==> config.mk <==
export PLATFORM = sky130hd
export DESIGN_NAME = led_pattern_monitor
export DESIGN_NICKNAME = d
export VERILOG_FILES = /design/src/rtl/led_pattern_monitor.sv
export SDC_FILE = /design/constraint.sdc
export NUM_CORES = 1
export LEC_CHECK = 0
export BUFFER_PORTS_ARGS = -buffer_cell sky130_fd_sc_hd__buf_4
export CORE_AREA = 2 2 73 82
export CTS_BUF_LIST = sky130_fd_sc_hd__clkbuf_4 sky130_fd_sc_hd__clkbuf_8 sky130_fd_sc_hd__clkbuf_16
export DETAILED_ROUTE_END_ITERATION = 7
export DIE_AREA = 0 0 75 84
export HOLD_SLACK_MARGIN = 0.15
export PLACE_DENSITY = 0.8
export RECOVER_POWER = 50
export SLEW_MARGIN = 20
export SYNTH_ARGS = -nofsm -noshare
export SYNTH_HDL_FRONTEND = slang
export SYNTH_SLANG_ARGS = --single-unit
==> constraint.sdc <==
create_clock -name clk -period 2.9 [get_ports clk]
set_input_delay 0.145 -clock clk [delete_from_list [all_inputs] [get_ports clk]]
set_output_delay 0.145 -clock clk [all_outputs]
set_load 0.03 [all_outputs]
==> src/rtl/led_pattern_monitor.sv <==
// Checks that an 8-bit LED bus shows one lit LED rotating by one position per sample.
// Define LED_MON_SYNC_EN to pass led_in/sample_en through 2-flop synchronizers.
module led_pattern_monitor #(
  parameter int LOCK_STEPS = 4,
  parameter int CNT_W      = 16
) (
  input  logic             clk,
  input  logic             rst,
  input  logic [7:0]       led_in,
  input  logic             sample_en,
  output logic [2:0]       pos,
  output logic             dir,
  output logic             locked,
  output logic [CNT_W-1:0] step_count,
  output logic             err,
  output logic [7:0]       err_count
);

  typedef enum logic [1:0] {UNSYNC, ACQ, LOCKED} state_t;

  logic [7:0] led_w;
  logic       en_w;

`ifdef LED_MON_SYNC_EN
  logic [7:0] led_s1_q, led_s2_q;
  logic       en_s1_q, en_s2_q;

  always_ff @(posedge clk or posedge rst) begin
    if (rst) begin
      led_s1_q <= '0;
      led_s2_q <= '0;
      en_s1_q  <= 1'b0;
      en_s2_q  <= 1'b0;
    end else begin
      led_s1_q <= led_in;
      led_s2_q <= led_s1_q;
      en_s1_q  <= sample_en;
      en_s2_q  <= en_s1_q;
    end
  end

  assign led_w = led_s2_q;
  assign en_w  = en_s2_q;
`else
  assign led_w = led_in;
  assign en_w  = sample_en;
`endif

  state_t           state_q, state_d;
  logic [7:0]       prev_q, prev_d;
  logic [2:0]       pos_q, pos_d;
  logic             dir_q, dir_d;
  logic [3:0]       cnt_q, cnt_d;
  logic             locked_q, locked_d;
  logic [CNT_W-1:0] step_count_q, step_count_d;
  logic             err_q, err_d;
  logic [7:0]       err_count_q, err_count_d;

  logic [2:0] idx;
  logic       onehot, hold, up, down;

  always_comb begin
    idx = '0;
    for (int unsigned i = 0; i < 8; i++) begin
      if (led_w[i]) idx = 3'(i);
    end
  end

  assign onehot = (led_w != '0) && ((led_w & (led_w - 8'd1)) == '0);
  assign hold   = onehot && (led_w == prev_q);
  assign up     = onehot && (led_w == {prev_q[6:0], prev_q[7]});
  assign down   = onehot && (led_w == {prev_q[0], prev_q[7:1]});

  always_comb begin
    state_d      = state_q;
    prev_d       = prev_q;
    pos_d        = pos_q;
    dir_d        = dir_q;
    cnt_d        = cnt_q;
    locked_d     = locked_q;
    step_count_d = step_count_q;
    err_d        = 1'b0;
    err_count_d  = err_count_q;
    if (en_w) begin
      unique case (state_q)
        UNSYNC: begin
          if (onehot) begin
            prev_d  = led_w;
            pos_d   = idx;
            cnt_d   = '0;
            state_d = ACQ;
          end
        end
        ACQ: begin
          if (!onehot) begin
            state_d = UNSYNC;
          end else if (hold) begin
            state_d = ACQ;
          end else if (up || down) begin
            prev_d = led_w;
            pos_d  = idx;
            // The first step only establishes direction; a reversal restarts the run at 1.
            if (cnt_q == '0 || dir_q == up) cnt_d = cnt_q + 4'd1;
            else                            cnt_d = 4'd1;
            dir_d = up;
            if (cnt_d == 4'(LOCK_STEPS)) begin
              state_d  = LOCKED;
              locked_d = 1'b1;
            end
          end else begin
            prev_d = led_w;
            pos_d  = idx;
            cnt_d  = '0;
          end
        end
        LOCKED: begin
          if (hold) begin
            state_d = LOCKED;
          end else if ((dir_q && up) || (!dir_q && down)) begin
            prev_d = led_w;
            pos_d  = idx;
            if (step_count_q != '1) step_count_d = step_count_q + CNT_W'(1);
          end else begin
            err_d    = 1'b1;
            locked_d = 1'b0;
            state_d  = UNSYNC;
            if (err_count_q != 8'hFF) err_count_d = err_count_q + 8'd1;
          end
        end
        default: state_d = UNSYNC;
      endcase
    end
  end

  always_ff @(posedge clk or posedge rst) begin
    if (rst) begin
      state_q      <= UNSYNC;
      prev_q       <= '0;
      pos_q        <= '0;
      dir_q        <= 1'b0;
      cnt_q        <= '0;
      locked_q     <= 1'b0;
      step_count_q <= '0;
      err_q        <= 1'b0;
      err_count_q  <= '0;
    end else begin
      state_q      <= state_d;
      prev_q       <= prev_d;
      pos_q        <= pos_d;
      dir_q        <= dir_d;
      cnt_q        <= cnt_d;
      locked_q     <= locked_d;
      step_count_q <= step_count_d;
      err_q        <= err_d;
      err_count_q  <= err_count_d;
    end
  end

  assign pos        = pos_q;
  assign dir        = dir_q;
  assign locked     = locked_q;
  assign step_count = step_count_q;
  assign err        = err_q;
  assign err_count  = err_count_q;

endmodule
# After elaboration in Yosys (flattened, before gate mapping)
# Index checks and enable logic that the tools add are counted.
[totals]
wordCells = 109
register_bits = 44
[classes]
bitwise_logic = 3
reduce_logical = 24
eq_ne = 20
add_sub_neg = 4
muxes = 49
[op_table]
columns = ["cell", "n"]
rows = [
  ["$mux 4", 10],
  ["$mux 8", 5],
  ["$mux 3", 11],
  ["$reduce_and 5->1", 5],
  ["$eq 8x8->1", 3],
  ["$pmux 8 s3", 1],
  ["$add 16x1->16 const B", 1],
  ["$ne 16x16->1 const B", 1],
  ["$ne 2x2->1 const B", 8],
  ["$mux 2", 7],
  ["$mux 1", 11],
  ["$pmux 3 s3", 1],
  ["$add 8x1->8 const B", 1],
  ["$and 8x8->8", 1],
  ["$logic_not 8->1", 1],
  ["$ne 4x4->1 const B", 2],
  ["$ne 8x8->1 const B", 1],
  ["$pmux 4 s2", 1],
  ["$reduce_and 8->1", 1],
  ["$reduce_bool 8->1", 1],
  ["$sub 8x1->8 const B", 1],
  ["$reduce_and 7->1", 1],
  ["$logic_and 1x1->1", 6],
  ["$pmux 2 s3", 1],
  ["14 further kinds", 18],
]

# Depth between registers and ports, before layout
# Gate-level depths: netlist (run 1).
[depth]
depth_word = 19
mapped_depth = 9

# Worst setup path after synthesis (run 1)
# No wires, ideal clock.
[synth_timing]
path_type = "reg-to-reg"
startpoint = "register step_count_q[4], in the netlist step_count[4]"
endpoint = "register step_count_q[1], in the netlist step_count[1]"
required_ns = 2.772
path_slack_ns = 0.531
arrival_ns = 2.241
stages_incl_launch_ff = 7
path_cell_list = "dfrtp_1 > and4_1 > and3_1 > nand2_1 > nor3_1 > nand3b_1 > mux2_1"
[synth_between]
elab_chain_cells = 2
[synth_lines]
columns = ["element", "line", "text"]
rows = [
  ["start: declaration", "55", "logic [CNT_W-1:0] step_count_q, step_count_d;"],
  ["start signal: assignment", "153", "step_count_q <= step_count_d;"],
  ["$ne 16x16->1", "122", "if (step_count_q != '1) step_count_d = step_count_q + CNT_W'(1);"],
  ["$reduce_and 5->1 (no line)", "--", ""],
]
# Every way passes these cells.
# A chain may end at the register's enable or synchronous reset.

# Final worst setup path (run 1)
[layout_timing]
startpoint = "input port led_in[0]"
endpoint = "register step_count_q[14], in the netlist step_count[14]"
[layout_between]
elab_chain_cells = 8
word_cells_on_any_way = 16
cone_classes = "1 x add/sub; 3 x eq/ne; 2 x bitwise; 10 x reduce/logical"
[layout_lines]
columns = ["element", "line", "text"]
rows = [
  ["start: declaration", "9", "input logic [7:0] led_in,"],
  ["$sub 8x1->8", "69", "assign onehot = (led_w != '0) && ((led_w & (led_w - 8'd1)) == '0);"],
  ["$and 8x8->8", "69", ""],
  ["$logic_not 8->1", "69", ""],
  ["$logic_and 1x1->1", "69", ""],
  ["$logic_and 1x1->1, on equally long branches", "71, 72", ""],
  ["$logic_and 1x1->1", "119", "end else if ((dir_q && up) || (!dir_q && down)) begin"],
  ["$logic_or 1x1->1", "119", ""],
  ["$reduce_and 5->1 (no line) (*)", "--", ""],
]
# Every way passes the cells marked *; elsewhere a longest branch is shown, timed or not.

==> results.md, run 1 <==
- Simple-Gate Fraction of Synth Area: 0.2199
- Worst setup EP type: register
- Area grow syn2layout: 15.76%
- Lkg Pwr: 1.253 nW
- Die Footprint: 6300 sq um
- First-pass GRT wire length: 9.170 mm
- Mapped Area: 2589 sq um
- Complex-gate fraction of the synthesized area: 0.08555
- Data arrival time of the worst path: 2760 ps
- Tot GR Track Use: 0.1841
- Largest net degree at the start of global routing: 28
- Max Clock Skew: 4.512 ps
- Register area: 1101 sq um
- Cells after synthesis: 256
- GP Congestion: 0.8237
- Worst path max stage delay: 570 ps
- Worst path slowest cell: or4_4
- GRT Residual Overflow: 0
- Status: finished clean
- Multi-input logic area: 1401 sq um
- Ys async rst share: 1.000
- Worst Tran Pin Value: 1446 ps
- Most common cell in the netlist: dfrtp_1
- Synth area leaders: dfrtp_1 43%, xnor2_1 12%, mux2_1 5.7%, xor2_1 3.7%, nand2_1 2.9%
- Syn Nets: 271
- DP Cell Count: 367
- Core Area: 5552 sq um
- # fillers: 528
- Num CTS Buffers: 5
- Nets: 316
- Die H: 84 um
- WS Path Type: in2reg
- Fin. Hold Viols: 0
- PwrDens: 478.8 nW/um^2
- Max-cap violations: 0
- Layout cells sized above 1: 0.09603
- Mux cell area share after synthesis: 0.06042
- Root buf cell: clkbuf_8
- Post-synth EDFFs: 0
- Clock sinks: 44
- Number of global-route vias before repair: 2029
- Max Fclk: 0.3892 GHz
- Antenna Cells: 0
- Final WL: 5.310 mm
- Worst-path maximum fanout: 6
- Type of the most critical hold path: in2reg
- Peak VDD IR: 0.2914 mV
- Yosys top cell by area: dfrtp_1
- IO Pins: 41
- Final Cycle Share: 0.8860
- CTS clock-pin slew for the worst setup and hold paths: 80 ps
- Family with the most delay on the worst path: simple AND/OR/NAND/NOR gates
- Post-Synth Adder-Cell Area: 0.02320
- Worst-Skew Late Latency: 300 ps
- Initial antenna violation count: 0
- Via density: 5.372
- Library cells used by synthesis: 45
- Min Tclk post-route: 2570 ps
- Leading post-synthesis cells by instance count: 44 x dfrtp_1, 34 x xnor2_1, 20 x nand2_1
- Routed wire per std cell: 14.01 um
- Crit path cell chain: dlygate4sd3_1, buf_4, or4_4, xor2_1, a22oi_2, a21o_4, nor4_4, nand4_1, xnor2_1
- Max_slew headroom: 0.03605
- Post-CTS Resized: 0
- Initial DRC count: 106
- CTS Buffer Depth: 2
- Top cell type's share of synthesized area: 0.4253
- Initial Utilization: 0.4663
- Row count: 29
- Max H-tree Level: 2
- HPWL after detailed placement: 3.923 mm
- Synth Flop Type: dfrtp_1
- Port bufs: 40
- Via count: 2036
- DRC Markers: 0
- Worst Setup Start Kind: input port
- Yosys reg bits: 44
- Die Wd: 75 um
- Antenna Nets Post-Route: 0
- Final setup vio count: 0
- Setup_tns: 0 ps
- CTS tree: built
- Buf/Inv on CP: 2
- Avg Cell Area, Syn: 10.11 sq um
- Layout Cells excl Fill: 379
- Largest family of logic cells by synthesized area: simple AND/OR/NAND/NOR gates
- DR pass1 iterations: 4
- CP required: 3090 ps
- Synth Warn #: 0
- Post-synthesis sequential area ratio: 0.4253
- Final Max Tran Viols: 0
- Xor/xnor share of the synthesized area: 0.1522
- RSZ-0062 raised after global routing: false
## stage by stage
stage / utilization / hold WS (ps) / worst slack, ps / power [W] / instance area [sq um]
3_3_place_gp: 0.5317 / 274.6 / 624.3 / 0.0009506 / 2952
5_1_grt: 0.5398 / 177.5 / 155.9 / 0.001502 / 2997
6_report: 0.5398 / 167.7 / 330.5 / 0.001435 / 2997
4_1_cts: 0.5607 / 162.4 / 326.2 / 0.001465 / 3113
2_1_floorplan: - / 314.3 / 531.3 / 0.0008880 / 2589
3_5_place_dp: 0.5317 / 287.4 / 555.9 / 0.0009617 / 2952
## final timing paths
kind                            slack (ps)  startpoint              to  cells after the start
worst max-delay path                   330   led_in[0]  step_count[14]                      9
worst min-delay path                   170   led_in[4]       prev_q[4]                      2
worst max register to register         520   prev_q[7]  step_count[14]                      7
worst min register to register         490      pos[2]          pos[2]                      1
max in group asynchronous              640         rst       prev_q[0]                      4
min in group asynchronous              490         rst    err_count[3]                      3
## per-layer routing
metal | share of wire | vias to the layer above | GRT usage
li1 | - | 994 | -
met1 | 0.44 | 986 | 0.2287
met2 | 0.49 | 39 | 0.3006
met3 | 0.038 | 17 | 0.04469
met4 | 0.029 | 0 | 0.07305
met5 | 0 | - | 0
## where the power goes
part / internal (W) / leakage (nW) / switching, W
Combinational: 0.000103 / 0.605 / 0.000129
Sequential: 0.000654 / 0.587 / 0.0000526
Clock: 0.000282 / 0.0614 / 0.000215
Total: 0.00104 / 1.25 / 0.000397
## area by class of cell
type                       count  area share
clock inverter                 2     0.01294
inverter                       8     0.01002
multi-input combinational    195      0.4676
tap                           77     0.03215
clock buffer                   6     0.02756
sequential                    44      0.3674
timing repair buffer          47     0.08225
## cells by family (layout without fill, tap and decap cells)
| group | after synthesis | after routing |
|---|---|---|
| simple gates | 99 | 99 |
| xor+xnor | 45 | 45 |
| flops | 44 | 44 |
| compound gates | 32 | 32 |
| buf+inv | 17 | 63 |
| mux | 14 | 14 |
| fa+ha+maj | 5 | 5 |
## placed cells by master (no fill, tap or decap), types with 2 or more instances in the layout
master | Yosys | routed
a21oi_1 | 8 | 8
a31oi_1 | 2 | 2
a32o_1 | 2 | 2
and2_1 | 4 | 4
and3_1 | 9 | 9
buf_4 | 2 | 11
clkbuf_1 | 0 | 31
clkbuf_8 | 0 | 6
dfrtp_1 | 44 | 44
dlygate4sd3_1 | 0 | 4
ha_1 | 4 | 4
inv_1 | 8 | 8
mux2_1 | 13 | 13
nand2_1 | 20 | 20
nand2b_1 | 2 | 2
nand3_1 | 8 | 8
nand3b_1 | 2 | 2
nand4_1 | 12 | 12
nand4b_1 | 3 | 3
nor2_1 | 13 | 13
nor2_4 | 2 | 2
nor2b_1 | 4 | 4
nor3_1 | 8 | 8
nor3b_1 | 5 | 5
nor4_1 | 3 | 3
o21ai_0 | 5 | 5
o21ai_1 | 3 | 3
o21bai_1 | 2 | 2
xnor2_1 | 34 | 34
xor2_1 | 11 | 11
## sequential cells by signal, indices dropped and copies added (netlist names)
| name | count |
|---|---|
| pos | 3 |
| locked | 1 |
| dir | 1 |
| cnt_q | 4 |
| state_q | 2 |
| prev_q | 8 |
| err_count | 8 |
| step_count | 16 |
| err | 1 |
## worst register-to-register path: cells and delay by family (launching register included)
kind	cells	cell delay (ps)
AOI/OAI and AO/OA	1	290
xor gates and xnor gates	2	360
DFF	1	450
and+or+nand+nor	4	1170
## repair_timing
action,CTS,global route
hold buffers,4,0
hold endpoints to repair,20,0
setup buffers,0,0
Power figures use the tool's default switching activity.
==> run 2, diff against run 1 <==
==> constraint.sdc (replaced) <==
create_clock -name clk -period 2.9 [get_ports clk]
set_input_delay 0.435 -clock clk [delete_from_list [all_inputs] [get_ports clk]]
set_output_delay 0.435 -clock clk [all_outputs]
set_load 0.03 [all_outputs]
==> run 2 against run 1 <==
  * Final cell count down 1.3%
  * Critical endpoint is now prev_q[3]
  * Clock power up 9.3%
  * Largest cell class unchanged
  * Setup slack better by 270 ps
  * Sequential share of layout area down 0.30 points
  * Largest power group unchanged
  * Cell area up 0.84%
==> results.md, run 2 (synthesis gave the netlist of run 1 again) <==
- Lkg Pwr: 1.304 nW (was 1.253 nW)
- CTS Buffer Depth: 2 (unchanged)
- Most common library cell in the layout ignoring fill and taps: dfrtp_1 (unchanged)
- Initial DRC count: 100 (was 106)
- Endpoint of the worst hold path: prev_q[0] (was prev_q[4])
- RSZ-0062 raised after global routing: false (unchanged)
- Max Fclk: 0.4347 GHz (was 0.3892 GHz)
- CTS Hold Bufs: 0 (was 4)
- DP Cell Count: 367 (unchanged)
- Max-cap violations: 0 (unchanged)
- Placed Area: 2952 sq um (unchanged)
- Peak VDD IR: 0.3184 mV (was 0.2914 mV)
- FF-to-FF Start: prev_q[3] (was prev_q[7])
- Layout cells sized above 1: 0.1481 (was 0.09603)
- Data arrival time of the worst path: 2480 ps (was 2760 ps)
- Min Tclk post-route: 2301 ps (was 2570 ps)
- Die Footprint: 6300 sq um (unchanged)
- Final setup vio count: 0 (unchanged)
- CP required: 3080 ps (was 3090 ps)
- Largest register FFs: 16 (unchanged)
- Worst Tran Pin Value: 1083 ps (was 1446 ps)
- Num CTS Buffers: 5 (unchanged)
- # fillers: 535 (was 528)
- Post-route cell area: 3022 sq um (was 2997 sq um)
- Status: finished clean (unchanged)
- WS Path Type: reg2reg (was in2reg)
- Post-CTS repair timing setup buffer count: 0 (unchanged)
- Fin. Hold Viols: 0 (unchanged)
- Die H: 84 um (unchanged)
- Worst setup EP type: register (unchanged)
- Initial antenna violation count: 0 (unchanged)
- Type of the most critical hold path: in2reg (unchanged)
- Antenna Cells: 0 (unchanged)
- Root buf cell: clkbuf_8 (unchanged)
- Area grow syn2layout: 16.72% (was 15.76%)
- Nets: 312 (was 316)
- Min Hold Slack: 436.6 ps (was 167.7 ps)
- CTS tree: built (unchanged)
- GRT Residual Overflow: 0 (unchanged)
- Via count: 2002 (was 2036)
- Max H-tree Level: 2 (unchanged)
- Max_slew headroom: 0.2780 (was 0.03605)
- Core Area: 5552 sq um (unchanged)
- Final WL: 5.098 mm (was 5.310 mm)
- Multi-input logic area: 1401 sq um (unchanged)
- R2R Setup Slk: 600 ps (was 520 ps)
- DR pass1 iterations: 4 (unchanged)
- Worst-path maximum fanout: 11 (was 6)
- Antenna Nets Post-Route: 0 (unchanged)
- Die Wd: 75 um (unchanged)
- Layout Cells excl Fill: 374 (was 379)
- Tot GR Track Use: 0.1790 (was 0.1841)
- Register area: 1101 sq um (unchanged)
- IO Pins: 41 (unchanged)
- Worst path slowest cell: dfrtp_1 (was or4_4)
- CTS clock-pin slew for the worst setup and hold paths: 80 ps (about the same)
- First-pass GRT wire length: 8.970 mm (was 9.170 mm)
- Number of global-route vias before repair: 2015 (was 2029)
- Hold wc startpoint: led_in[0] (was led_in[4])
- Largest net degree at the start of global routing: 45 (was 28)
- Hold Crit Depth: 2 (unchanged)
- HPWL after detailed placement: 3.787 mm (was 3.923 mm)
- Routed wire per std cell: 13.63 um (was 14.01 um)
- PwrDens: 488.8 nW/um^2 (was 478.8 nW/um^2)
- DRC Markers: 0 (unchanged)
- Worst Setup Start Kind: register (was input port)
- Clock sinks: 44 (unchanged)
- Row count: 29 (unchanged)
- Setup_tns: 0 ps (unchanged)
- Max Clock Skew: 3.576 ps (was 4.512 ps)
- Initial Utilization: 0.4663 (unchanged)
- FF-to-FF End: prev_q[3] (was step_count[14])
- Crit path cell chain: xnor2_1, nand4_1, nor3_1, o22ai_1, a21oi_1, buf_4, mux2_1 (was dlygate4sd3_1, buf_4, or4_4, xor2_1, a22oi_2, a21o_4, nor4_4, nand4_1, xnor2_1)
- Final Util: 0.5443 (was 0.5398)
- Port bufs: 40 (unchanged)
- Final Cycle Share: 0.7933 (was 0.8860)
- Final Max Tran Viols: 0 (unchanged)
- Via density: 5.353 (was 5.372)
- Post-CTS Resized: 0 (unchanged)
- Reg2Reg Depth: 7 (unchanged)
- Worst path max stage delay: 440 ps (was 570 ps)
- Worst-Skew Late Latency: 290 ps (was 300 ps)
- Most frequent cells in the layout: 44 x dfrtp_1, 34 x xnor2_1, 26 x buf_4 (was 44 x dfrtp_1, 34 x xnor2_1, 31 x clkbuf_1)
- GP Congestion: 0.8252 (was 0.8237)
-- run 2: cell types whose count changed in the layout (fill, tap and decap cells not counted), sizes merged --
cell,before,now
buf,11,26
clkinv,1,0
bufinv,1,2
clkbuf,38,22
dlygate4sd3,4,0
-- run 2: stage by stage --
step	setup slack (ps)	power (W)
6_report	599.5	0.001477
5_1_grt	406.4	0.001545
4_1_cts	579.0	0.001507
3_5_place_dp	304.8	0.0009594
3_3_place_gp	351.3	0.0009503
2_1_floorplan	427.5	0.0008880
-- run 2: per-layer routing --
metal / vias up / track usage / part of all wire
met5: - / 0 / 0
met4: 0 / 0.05519 / 0.015
met3: 6 / 0.03744 / 0.033
met2: 37 / 0.3038 / 0.51
met1: 977 / 0.2224 / 0.44
li1: 982 / - / -
-- run 2: report_power, final --
part	total [W]	leakage [nW]	switching, W	internal, W
Combinational	0.000229	0.653	0.000127	0.000102
Clock	0.000543	0.0642	0.000204	0.000339
Sequential	0.000706	0.587	0.0000519	0.000654
Total	0.00148	1.30	0.000382	0.00109
-- run 2: worst max path at each step --
stage | from | endpoint | slack [ps] | cells past startpoint
3_3_place_gp | led_in[0] | step_count[14] | 350 | 8
5_1_grt | prev_q[4] | prev_q[3] | 410 | 7
2_1_floorplan | led_in[1] | pos[0] | 430 | 9
6_report | prev_q[3] | prev_q[3] | 600 | 7
3_5_place_dp | led_in[0] | prev_q[0] | 300 | 9
4_1_cts | prev_q[4] | prev_q[3] | 580 | 7
-- run 2: layout make-up --
cell class	count	share of cell area
Multi-Input combinational cell	195	0.4638
Sequential cell	44	0.3644
Tap cell	77	0.03188
Clock buffer	5	0.02277
Timing Repair Buffer	43	0.08737
Inverter	8	0.009938
Clock inverter	2	0.01988
-- run 2: critical path: cells and delay by family (launching register included) --
family / cells / cell delay, ps
simple gates: 2 / 500
compound gates: 2 / 490
flops: 1 / 440
mux: 1 / 340
buf+inv: 1 / 220
xor+xnor: 1 / 200
==> run 3, diff against run 2 <==
Settings changed: ABC_AREA set to 1, CORE_AREA 2 2 73 82 to 2 2 79 88, DIE_AREA 0 0 75 84 to 0 0 81 90, PLACE_DENSITY 0.8 to 0.82.
Clock period 2.9 ns to 1.85 ns, I/O delays scaled along.
==> run 3 against run 2 <==
  * The run now ends with negative setup slack left
  * Hold slack worse by 170 ps
  * Sequential power up 95%
  * Final cell count up 59%
  * Fmax up 18%
  * Die area up 16%
  * Via count up 53%
  * Flip-flop and latch count unchanged
  * Synthesized area up 18%
  * Global-route usage up 4.5 points
  * Total power up 140%
  * Register-to-register slack worse by 690 ps
  * Largest power group is now combinational logic
==> results.md, run 3 <==
- First-pass GRT wire length: 13.11 mm (was 8.970 mm)
- Core Area: 6439 sq um (was 5552 sq um)
- Min Tclk post-route: 1944 ps (was 2301 ps)
- Max Fclk: 0.5145 GHz (was 0.4347 GHz)
- Cells after synthesis: 444 (was 256)
- Worst-Skew Late Latency: 310 ps (was 290 ps)
- Via density: 5.144 (was 5.353)
- Die Footprint: 7290 sq um (was 6300 sq um)
- CTS Buffer Depth: 2 (unchanged)
- Root buf cell: clkbuf_8 (unchanged)
- Lkg Pwr: 1.990 nW (was 1.304 nW)
- Max Clock Skew: 12.65 ps (was 3.576 ps)
- Antenna Nets Post-Route: 0 (unchanged)
- Max H-tree Level: 2 (unchanged)
- IO Pins: 41 (unchanged)
- DP Cell Count: 579 (was 367)
- Num CTS Buffers: 5 (unchanged)
- Setup_tns: -1337 ps (was 0 ps)
- Layout Cells excl Fill: 596 (was 374)
- Failing checks: negative setup slack
- Switch share: 0.4030 (was 0.2589)
- Final Util: 0.6112 (was 0.5443)
- Initial DRC count: 187 (was 100)
- Clock sinks: 44 (unchanged)
- Syn Nets: 459 (was 271)
- Part of the power in combinational logic: 0.401 (was 0.155)
- Avg Cell Area, Syn: 6.890 sq um (was 10.11 sq um)
- Via count: 3066 (was 2002)
- Final Max Tran Viols: 0 (unchanged)
- Layout cells sized above 1: 0.2802 (was 0.1481)
- Sw Pwr: 0.001452 W (was 0.0003825 W)
- Most common cell in the netlist: nand2_1 (was dfrtp_1)
- Port bufs: 40 (unchanged)
- Antenna Cells: 0 (unchanged)
- # fillers: 583 (was 535)
- Sequential share of power: 0.382 (was 0.478)
- Die Wd: 81 um (was 75 um)
- Post-synthesis sequential area ratio: 0.3599 (was 0.4253)
- CTS clock-pin slew for the worst setup and hold paths: 100 ps (was 80 ps)
- Synth area leaders: dfrtp_1 36%, nand2_1 21%, xor2_1 6.3%, inv_1 6.3%, nand3_1 4.9% (was dfrtp_1 43%, xnor2_1 12%, mux2_1 5.7%, xor2_1 3.7%, nand2_1 2.9%)
- Area grow syn2layout: 28.63% (was 16.72%)
- Worst setup margin: -93.57 ps (was 599.5 ps)
- Nets: 528 (was 312)
- Data arrival time of the worst path: 2140 ps (was 2480 ps)
- Crit path launch: prev_q[1] (was prev_q[3])
- Yosys reg bits: 44 (unchanged)
- Initial antenna violation count: 0 (unchanged)
- Final Cycle Share: 1.051 (was 0.7933)
- WS Path Type: reg2reg (unchanged)
- Status: finished with violations (was finished clean)
- Initial Utilization: 0.4751 (was 0.4663)
- Max-cap violations: 0 (unchanged)
- Top cell type's share of synthesized area: 0.3599 (was 0.4253)
- HPWL after detailed placement: 5.267 mm (was 3.787 mm)
- Die H: 90 um (was 84 um)
- Most common library cell in the layout ignoring fill and taps: nand2_1 (was dfrtp_1)
- Post-synth EDFFs: 0 (unchanged)
- Final setup vio count: 31 (was 0)
- Routed wire per std cell: 13.04 um (was 13.63 um)
- GRT Residual Overflow: 0 (unchanged)
- Ys async rst share: 1.000 (unchanged)
- Mapped Area: 3059 sq um (was 2589 sq um)
- Synth Flop Type: dfrtp_1 (unchanged)
- Hold wc startpoint: led_in[0] (unchanged)
- Largest net degree at the start of global routing: 45 (unchanged)
- GP Congestion: 0.8972 (was 0.8252)
- Int Pwr: 0.002152 W (was 0.001095 W)
- Final WL: 7.774 mm (was 5.098 mm)
- Worst-path maximum fanout: 5 (was 11)
- CP required: 2050 ps (was 3080 ps)
- Tot GR Track Use: 0.2238 (was 0.1790)
- DRC Markers: 0 (unchanged)
- Number of global-route vias before repair: 3008 (was 2015)
- Library cells used by synthesis: 30 (was 45)
- Type of the most critical hold path: in2reg (unchanged)
- Peak VDD IR: 0.5199 mV (was 0.3184 mV)
- Max_slew headroom: 0.2535 (was 0.2780)
- CTS tree: built (unchanged)
- Worst Setup Start Kind: register (unchanged)
- Synth Warn #: 0 (unchanged)
- Row count: 31 (was 29)
- PwrDens: 916.0 nW/um^2 (was 488.8 nW/um^2)
- Worst Tran Pin Value: 1120 ps (was 1083 ps)
- Fin. Hold Viols: 0 (unchanged)
- RSZ-0062 raised after global routing: true (was false)
- Most frequent cells in the layout: 151 x nand2_1, 65 x buf_4, 46 x inv_1 (was 44 x dfrtp_1, 34 x xnor2_1, 26 x buf_4)
- Yosys top cell by area: dfrtp_1 (unchanged)
- Largest register FFs: 16 (unchanged)
- Clock share of power: 0.217 (was 0.367)
- R2R Setup Slk: -90 ps (was 600 ps)
- DR pass1 iterations: 4 (unchanged)
- Worst setup EP type: register (unchanged)
- Leading post-synthesis cells by instance count: 172 x nand2_1, 51 x inv_1, 44 x dfrtp_1 (was 44 x dfrtp_1, 34 x xnor2_1, 20 x nand2_1)
- FF-to-FF Start: prev_q[1] (was prev_q[3])
[run 3: cell count changes in the layout (fill, tap and decap cells not counted), sizes merged, moves of 9 or more]
cell and change:
nand2 +156, inv +47, buf +45, xnor2 -29
nor2 +27, nand3 +22, o21ai +16, clkbuf -14
mux2 -13, xor2 +11, and3 -9
[run 3: path summary, 6_finish.rpt]
check | cells past startpoint | endpoint
worst min register to register | 2 | pos[2]
max in group asynchronous | 4 | prev_q[3]
min in group asynchronous | 4 | err_count[0]
worst min-delay path | 3 | prev_q[0]
worst max register to register | 11 | step_count[9]
worst max-delay path | 11 | step_count[9]
[run 3: cell type report]
cell class                      instances  area (sq um)  share of cell area
Multi-Input combinational cell        332          1804              0.4585
Sequential cell                        44          1105              0.2808
Timing Repair Buffer                   75         594.3              0.1510
Inverter                               55         214.0             0.05437
Tap cell                               82         102.6             0.02607
Clock buffer                            5         68.82             0.01749
Clock inverter                          3         46.29             0.01176
[run 3: kinds of logic after synthesis]
logic type | after synthesis | synth area share
DFF | 44 | 0.3599
xor gates and xnor gates | 27 | 0.07730
AOI/OAI and AO/OA | 29 | 0.05726
buffers and inverters | 68 | 0.1002
adders and majority gates | 4 | 0.01636
and+or+nand+nor | 272 | 0.3890
[run 3: per-stage QoR]
stage	setup WS [ps]	power [W]	hold slack (ps)	area [sq um]
2_1_floorplan	74.83	0.002202	490.8	3065
6_report	-93.57	0.003604	263.8	3935
5_1_grt	-219.2	0.003854	279.4	3935
3_3_place_gp	-74.49	0.002605	453.4	3576
3_5_place_dp	-121.7	0.002647	462.2	3576
4_1_cts	-41.72	0.003496	258.7	3809
[run 3: power groups by stage]
| stage | clock network [W] | registers (W) | logic (W) |
|---|---|---|---|
| 6_report | 0.000781 | 0.00138 | 0.00145 |
| 2_1_floorplan | 0 | 0.00151 | 0.000688 |
| 3_5_place_dp | 0 | 0.00136 | 0.00129 |
| 5_1_grt | 0.000830 | 0.00142 | 0.00161 |
| 4_1_cts | 0.000798 | 0.00134 | 0.00135 |
| 3_3_place_gp | 0 | 0.00136 | 0.00125 |
[run 3: timing repair]
item	CTS	global route
pin swaps	4	17
resized for setup	18	44
cloned	1	1
setup endpoints to repair	33	42
endpoints found under the hold margin	44	0
setup buffers	5	1
hold buffers	1	0
[run 3: metal layers]
metal,vias up,share of wire,routed length (um),global-route usage
li1,1521,-,-,-
met4,0,0.024,184,0.09463
met2,73,0.51,3986,0.3740
met5,-,0,0,0
met1,1457,0.42,3292,0.2842
met3,15,0.040,310,0.03213
[run 3: worst max-delay path: stages (launching register included)]
cell     delay, ps
dfrtp_1        450
xor2_1         170
nor2_1         110
nand2_1         70
nor2_2         120
nand2_2         90
o21ai_4        220
buf_6          140
nand4_4        130
buf_4          210
nand2_1         50
nand2_1         50
